--- config.mk ---
export PLATFORM = sky130hd
export DESIGN_NAME = seg_scan_driver_flat
export DESIGN_NICKNAME = d
export VERILOG_FILES = /design/src/rtl/seg_scan_driver_if.sv /design/src/rtl/seg_scan_driver.sv /design/src/flat_wrapper.sv
export SDC_FILE = /design/constraint.sdc
export NUM_CORES = 1
export LEC_CHECK = 0
export ABC_AREA = 1
export CAP_MARGIN = 20
export CORE_AREA = 2 2 109 111
export CTS_CLUSTER_SIZE = 28
export DETAILED_ROUTE_END_ITERATION = 16
export DIE_AREA = 0 0 111 113
export GPL_ROUTABILITY_DRIVEN = 0
export SYNTH_ARGS = -nofsm -noshare
export SYNTH_HDL_FRONTEND = slang
export SYNTH_SLANG_ARGS = --single-unit
--- constraint.sdc ---
create_clock -name clk -period 2.39 [get_ports clk]
set_input_delay 0.478 -clock clk [delete_from_list [all_inputs] [get_ports clk]]
set_output_delay 0.478 -clock clk [all_outputs]
set_load 0.1 [all_outputs]
--- src/rtl/seg_scan_driver_if.sv ---
// Digit-buffer write bus for seg_scan_driver.
//   wr_en   : write strobe, one buffer entry per asserted cycle
//   wr_addr : digit index 0..7
//   wr_data : [5]=blank, [4]=dp on, [3:0]=hex value
// master drives the bus (upstream decode logic), slave receives it (scan driver).
interface seg_scan_driver_if;
    logic       wr_en;
    logic [2:0] wr_addr;
    logic [5:0] wr_data;

    modport master (output wr_en, output wr_addr, output wr_data);
    modport slave  (input  wr_en, input  wr_addr, input  wr_data);
endinterface

--- src/rtl/seg_scan_driver.sv ---
// Time-multiplexed 8-digit 7-segment scan driver.
// Each digit slot lasts DIV = F_CLK/F_SCAN cycles: BLANK_CYCLES dark cycles to
// suppress ghosting, then the slot's digit is driven for the rest of the slot.
// Ports:
//   clk, rst_n  : clock, asynchronous active-low reset
//   wr          : digit-buffer write bus (slave modport)
//   dig_en      : per-digit enable, sampled when a slot's digit is latched
//   cs          : digit select, active-low, one-hot-low while driving
//   o_seg       : segments {dp,g,f,e,d,c,b,a}, active-low
//   scan_pos    : index of the current slot
//   frame_done  : one-cycle pulse on the first cycle of slot 0 after a wrap
module seg_scan_driver #(
    parameter int unsigned F_CLK        = 50000000,
    parameter int unsigned F_SCAN       = 1000,
    parameter int unsigned BLANK_CYCLES = 500
) (
    input  logic                clk,
    input  logic                rst_n,
    seg_scan_driver_if.slave    wr,
    input  logic [7:0]          dig_en,
    output logic [7:0]          cs,
    output logic [7:0]          o_seg,
    output logic [2:0]          scan_pos,
    output logic                frame_done
);

    localparam int unsigned DIV   = F_CLK / F_SCAN;
    localparam int unsigned CNT_W = (DIV > 1) ? $clog2(DIV) : 1;
    localparam logic [CNT_W-1:0] CNT_LAST  = CNT_W'(DIV - 1);
    localparam logic [CNT_W-1:0] CNT_LATCH = CNT_W'(BLANK_CYCLES - 1);

    typedef enum logic {
        StBlank,
        StDrive
    } state_e;

    state_e           state_q, state_d;
    logic [CNT_W-1:0] cnt_q, cnt_d;
    logic [2:0]       scan_pos_q, scan_pos_d;
    logic [7:0]       cs_q, cs_d;
    logic [7:0]       seg_q, seg_d;
    logic             frame_done_q, frame_done_d;
    logic [7:0][5:0]  buf_q, buf_d;

    // Active-low segment pattern; dp (bit 7) lit when code[4] is set.
    function automatic logic [7:0] decode(input logic [5:0] code);
        logic [6:0] s;
        case (code[3:0])
            4'h0:    s = 7'h40;
            4'h1:    s = 7'h79;
            4'h2:    s = 7'h24;
            4'h3:    s = 7'h30;
            4'h4:    s = 7'h19;
            4'h5:    s = 7'h12;
            4'h6:    s = 7'h02;
            4'h7:    s = 7'h78;
            4'h8:    s = 7'h00;
            4'h9:    s = 7'h10;
            4'hA:    s = 7'h08;
            4'hB:    s = 7'h03;
            4'hC:    s = 7'h46;
            4'hD:    s = 7'h21;
            4'hE:    s = 7'h06;
            default: s = 7'h0E;
        endcase
        return {~code[4], s};
    endfunction

    always_comb begin
        buf_d = buf_q;
        if (wr.wr_en) begin
            buf_d[wr.wr_addr] = wr.wr_data;
        end
    end

    always_comb begin
        cnt_d        = (cnt_q == CNT_LAST) ? '0 : cnt_q + 1'b1;
        state_d      = state_q;
        scan_pos_d   = scan_pos_q;
        cs_d         = cs_q;
        seg_d        = seg_q;
        frame_done_d = 1'b0;

        case (state_q)
            StBlank: begin
                if (cnt_q == CNT_LATCH) begin
                    state_d = StDrive;
                    // buf_q is the pre-write value, so a same-cycle write to
                    // this address only shows on the next visit.
                    if (dig_en[scan_pos_q] && !buf_q[scan_pos_q][5]) begin
                        cs_d  = ~(8'd1 << scan_pos_q);
                        seg_d = decode(buf_q[scan_pos_q]);
                    end else begin
                        cs_d  = 8'hFF;
                        seg_d = 8'hFF;
                    end
                end
            end
            StDrive: begin
                if (cnt_q == CNT_LAST) begin
                    state_d      = StBlank;
                    scan_pos_d   = scan_pos_q + 3'd1;
                    cs_d         = 8'hFF;
                    seg_d        = 8'hFF;
                    frame_done_d = (scan_pos_q == 3'd7);
                end
            end
            default: begin
                state_d = StBlank;
                cs_d    = 8'hFF;
                seg_d   = 8'hFF;
            end
        endcase
    end

    always_ff @(posedge clk or negedge rst_n) begin
        if (!rst_n) begin
            state_q      <= StBlank;
            cnt_q        <= '0;
            scan_pos_q   <= 3'd0;
            cs_q         <= 8'hFF;
            seg_q        <= 8'hFF;
            frame_done_q <= 1'b0;
            buf_q        <= {8{6'b100000}};
        end else begin
            state_q      <= state_d;
            cnt_q        <= cnt_d;
            scan_pos_q   <= scan_pos_d;
            cs_q         <= cs_d;
            seg_q        <= seg_d;
            frame_done_q <= frame_done_d;
            buf_q        <= buf_d;
        end
    end

    assign cs         = cs_q;
    assign o_seg      = seg_q;
    assign scan_pos   = scan_pos_q;
    assign frame_done = frame_done_q;

endmodule
--- src/flat_wrapper.sv ---
// flat-port wrapper written by rule: the top's interface ports become plain ports
module seg_scan_driver_flat 
#(
    parameter int unsigned F_CLK        = 50000000,
    parameter int unsigned F_SCAN       = 1000,
    parameter int unsigned BLANK_CYCLES = 500
)
  (clk, rst_n, dig_en, cs, o_seg, scan_pos, frame_done, wr_wr_en, wr_wr_addr, wr_wr_data);
  seg_scan_driver_if wr_i ();
  input  logic clk;
  input  logic rst_n;
  input  logic [7:0] dig_en;
  output logic [7:0] cs;
  output logic [7:0] o_seg;
  output logic [2:0] scan_pos;
  output logic frame_done;
  input wire logic [$bits(wr_i.wr_en)-1:0] wr_wr_en;
  input wire logic [$bits(wr_i.wr_addr)-1:0] wr_wr_addr;
  input wire logic [$bits(wr_i.wr_data)-1:0] wr_wr_data;
  assign wr_i.wr_en = wr_wr_en;
  assign wr_i.wr_addr = wr_wr_addr;
  assign wr_i.wr_data = wr_wr_data;
  seg_scan_driver #(.F_CLK(F_CLK), .F_SCAN(F_SCAN), .BLANK_CYCLES(BLANK_CYCLES)) u_core (.clk(clk), .rst_n(rst_n), .wr(wr_i), .dig_en(dig_en), .cs(cs), .o_seg(o_seg), .scan_pos(scan_pos), .frame_done(frame_done));
endmodule
==> flow_metrics.py <==
metrics = {
    "clocking": {
        "clk_latency_ns": 0.34,
        "path_clk_slew_ns": 0.07,
        "cts_hold_buf": 0,
        "post_cts_resized": 0,
        "cts_tree": "built",
        "cts_inserted_buffers": 9,
        "postCtsSetupBuffers": 0,
        "cts_root_buffer": "clkbuf_16",
        "h-tree-depth": 3,
        "cts.sinks": 85,
        "clockBufferDepth": 2,
    },
    "timing": {
        "whs_ns": 0.0971,
        "finalSetupViolations": 0,
        "slew_viol_final": 0,
        "fin_skew_ns": 0.00720,
        "hold_violations": 0,
        "maxSlewHeadroom_pct": 67.2,
        "fin_crit_sh_pct": 83.3,
        "tightest_slew_ns": 0.491,
        "timing.fmax_mhz": 502,
        "rsz0062_at_grt": "no",
        "period_needed_ns": 1.99,
        "setup_tns_ns": 0,
    },
    "cells_and_area": {
        "drive_gt1_share_pct": 16.2,
        "final_net_count": 625,
        "final_util_pct": 46.9,
        "fillers": 1134,
        "regArea_um2": 2160,
        "antenna_cells": 0,
        "multiInputGateArea_um2": 1940,
        "syn2layout_area_growth_pct": 18.4,
        "stdcell_count": 740,
    },
    "logic_synthesis": {
        "syn_area_um2": 4470,
        "syn_area_per_cell_um2": 8.10,
        "synth_warnings": 0,
        "synthCells": 551,
        "seq_area_frac_synth_pct": 48.3,
        "mappedNetlistNets": 584,
        "ys.flop_type": "dfrtp_1",
        "synth_edf_count": 0,
        "ys_seq_elements": 85,
        "yosys.cell_types.count": 37,
        "async_flop_share_pct": 100,
    },
    "routing": {
        "ant_nets": 0,
        "drt-total-wl_um": 10200,
        "via_per_inst": 4.92,
        "drt_iter0_drc": 283,
        "firstDrtPassIters": 5,
        "drc": 0,
        "wl_per_cell_um": 13.8,
        "dr_total_vias": 3638,
    },
    "grt": {
        "met3_usage_pct": 4.02,
        "grt_first_pass_wirelength_um": 17700,
        "grt_overflow": 0,
        "grt_pass1_vias": 3661,
        "antenna_found_initial": 0,
        "use_met1_pct": 24.0,
        "grt_util_met2_pct": 28.2,
        "grt_busiest_layer": "met2",
        "grt_max_degree": 50,
        "grt.total_usage_pct": 17.6,
    },
    "power_and_ir_drop": {
        "powerDensity_nw_per_um2": 683,
        "vdd_drop_max_mv": 0.478,
        "p_leak_nw": 2.59,
    },
    "floorplanning": {
        "coreArea_um2": 11300,
        "die_h_um": 113,
        "pin_count": 40,
        "num_rows": 39,
        "die-area_um2": 12500,
        "fp.dieW_um": 111,
        "start_util_pct": 39.6,
    },
    "run": {
        "maxCapViolations": 0,
    },
    "place": {
        "placedCellCount": 724,
        "hpwlAfterDp_um": 7420,
        "port_buffers": 39,
    },
    "critical_path": {
        "worstPathArrival_ns": 2.28,
        "crit_required_ns": 2.68,
        "worstSetupPathType": "reg -> reg",
        "start_kind": "register",
        "critPathCaptureType": "register",
        "cp_max_fo": 17,
    },
    "status": {
        "status": "finished clean",
    },
    "min_path": {
        "min_path_type": "in -> async",
    },
}
worst max-delay path: stages (launching register included):
cell	delay, ns
dfrtp_2	0.48
inv_4	0.17
nand2_1	0.08
nand3_1	0.08
nand2_1	0.07
o21ai_1	0.33
ha_1	0.31
nand3_1	0.11
nand3_1	0.09
nand3_1	0.09
nand2_1	0.06
inv_1	0.05
cell usage after synthesis (2+ instances only):
| master | instances | area, µm² |
|---|---|---|
| nand2_1 | 141 | 529 |
| inv_1 | 64 | 240 |
| dfrtp_1 | 61 | 1530 |
| o21ai_0 | 54 | 270 |
| nand3_1 | 51 | 255 |
| nor2_1 | 46 | 173 |
| dfstp_2 | 24 | 631 |
| ha_1 | 13 | 163 |
| nand4_1 | 9 | 56.3 |
| a21oi_1 | 8 | 40.0 |
| clkbuf_1 | 8 | 30.0 |
| o21a_1 | 7 | 52.6 |
| xor2_1 | 7 | 61.3 |
| nor2_2 | 6 | 37.5 |
| inv_2 | 5 | 18.8 |
| nand3b_1 | 5 | 37.5 |
| buf_2 | 4 | 20.0 |
| nor3_1 | 4 | 20.0 |
| o21ai_1 | 4 | 20.0 |
| a21oi_2 | 3 | 26.3 |
| buf_4 | 3 | 22.5 |
| nand2_4 | 3 | 33.8 |
| o211ai_1 | 3 | 22.5 |
| nand2_2 | 2 | 12.5 |
| nor4_1 | 2 | 12.5 |
| or2_1 | 2 | 12.5 |
| xnor2_1 | 2 | 17.5 |
routing by layer:
layer | wire [µm] | share of wire, %
met1 | 5110 | 50
met2 | 4530 | 44
met3 | 452 | 4.4
met4 | 115 | 1.1
met5 | 0 | 0
state kept, by name (all words and copies together), names as in the netlist:
register and count:
u_core.buf_q 48, u_core.cnt_q 16, u_core.cs 8, u_core.o_seg 8
u_core.scan_pos 3, u_core.frame_done 1, u_core.state_q 1
kinds of logic (layout without fill, tap and decap cells):
family	Yosys count	in the layout	synth area share, %
AND/OR/NAND/NOR	276	276	28.3
buffers and inverters	88	134	8.21
flip-flops	85	85	48.3
AO/OA/AOI/OAI	80	80	9.81
adder cells (fa/ha/maj)	13	13	3.64
XOR/XNOR	9	9	1.77
cells in the final DEF, fill, tap and decap left out, drive strengths merged:
cell	netlist	layout
o22ai	1	1
dfstp	24	24
nor3	4	4
dfrtp	61	61
clkinv	1	3
inv	70	70
ha	13	13
buf	9	29
clkdlybuf4s50	0	18
nand3	52	52
xnor2	2	2
clkbuf	8	11
or2	2	2
o21a	7	7
o211ai	3	3
bufinv	0	1
xor2	7	7
clkinvlp	0	2
nor4	2	2
nand3b	5	5
o21ai	58	58
a21oi	11	11
nand2	147	147
nand4	10	10
nor2	54	54
report_power, final:
| part | internal [W] | switching (W) | total, W |
|---|---|---|---|
| combinational | 0.000185 | 0.000291 | 0.000476 |
| clock | 0.000866 | 0.000574 | 0.00144 |
| sequential | 0.00161 | 0.0000781 | 0.00169 |
| total | 0.00266 | 0.000943 | 0.00361 |
path summary, 6_finish.rpt:
kind                                                start                      endpoint  slack [ns]  cells past startpoint
max in group asynchronous                           rst_n  u_core.buf_q[17]$_DFFE_PN1P_        1.62                      2
min in group clk                u_core.cnt_q[0]$_DFF_PN0_     u_core.cnt_q[0]$_DFF_PN0_        0.47                      1
setup / recovery           u_core.scan_pos[0]$_DFFE_PN0P_   u_core.o_seg[3]$_DFFE_PN1P_        0.40                     11
hold reg to reg                 u_core.cnt_q[0]$_DFF_PN0_     u_core.cnt_q[0]$_DFF_PN0_        0.47                      1
hold / removal                                      rst_n     u_core.cnt_q[7]$_DFF_PN0_         0.1                      1
setup reg to reg           u_core.scan_pos[0]$_DFFE_PN0P_   u_core.o_seg[3]$_DFFE_PN1P_        0.40                     11
metrics by stage:
stage / setup WS, ns / total power [W] / area, µm²
finish: 0.400 / 0.00361 / 5290
detailed placement: 0.364 / 0.00219 / 4970
global placement: 0.337 / 0.00218 / 4970
floorplan: 0.0221 / 0.00202 / 4470
global route: 0.194 / 0.00382 / 5290
CTS: 0.426 / 0.00365 / 5290
layout make-up:
type / instances / area share (%)
clock inverter: 5 / 1.11
clock buffer: 11 / 4.78
sequential: 85 / 40.9
tap: 143 / 3.39
multi-input combinational: 378 / 36.7
timing repair buffer: 47 / 8.00
inverter: 71 / 5.11
(Power assumes the default switching activity.)
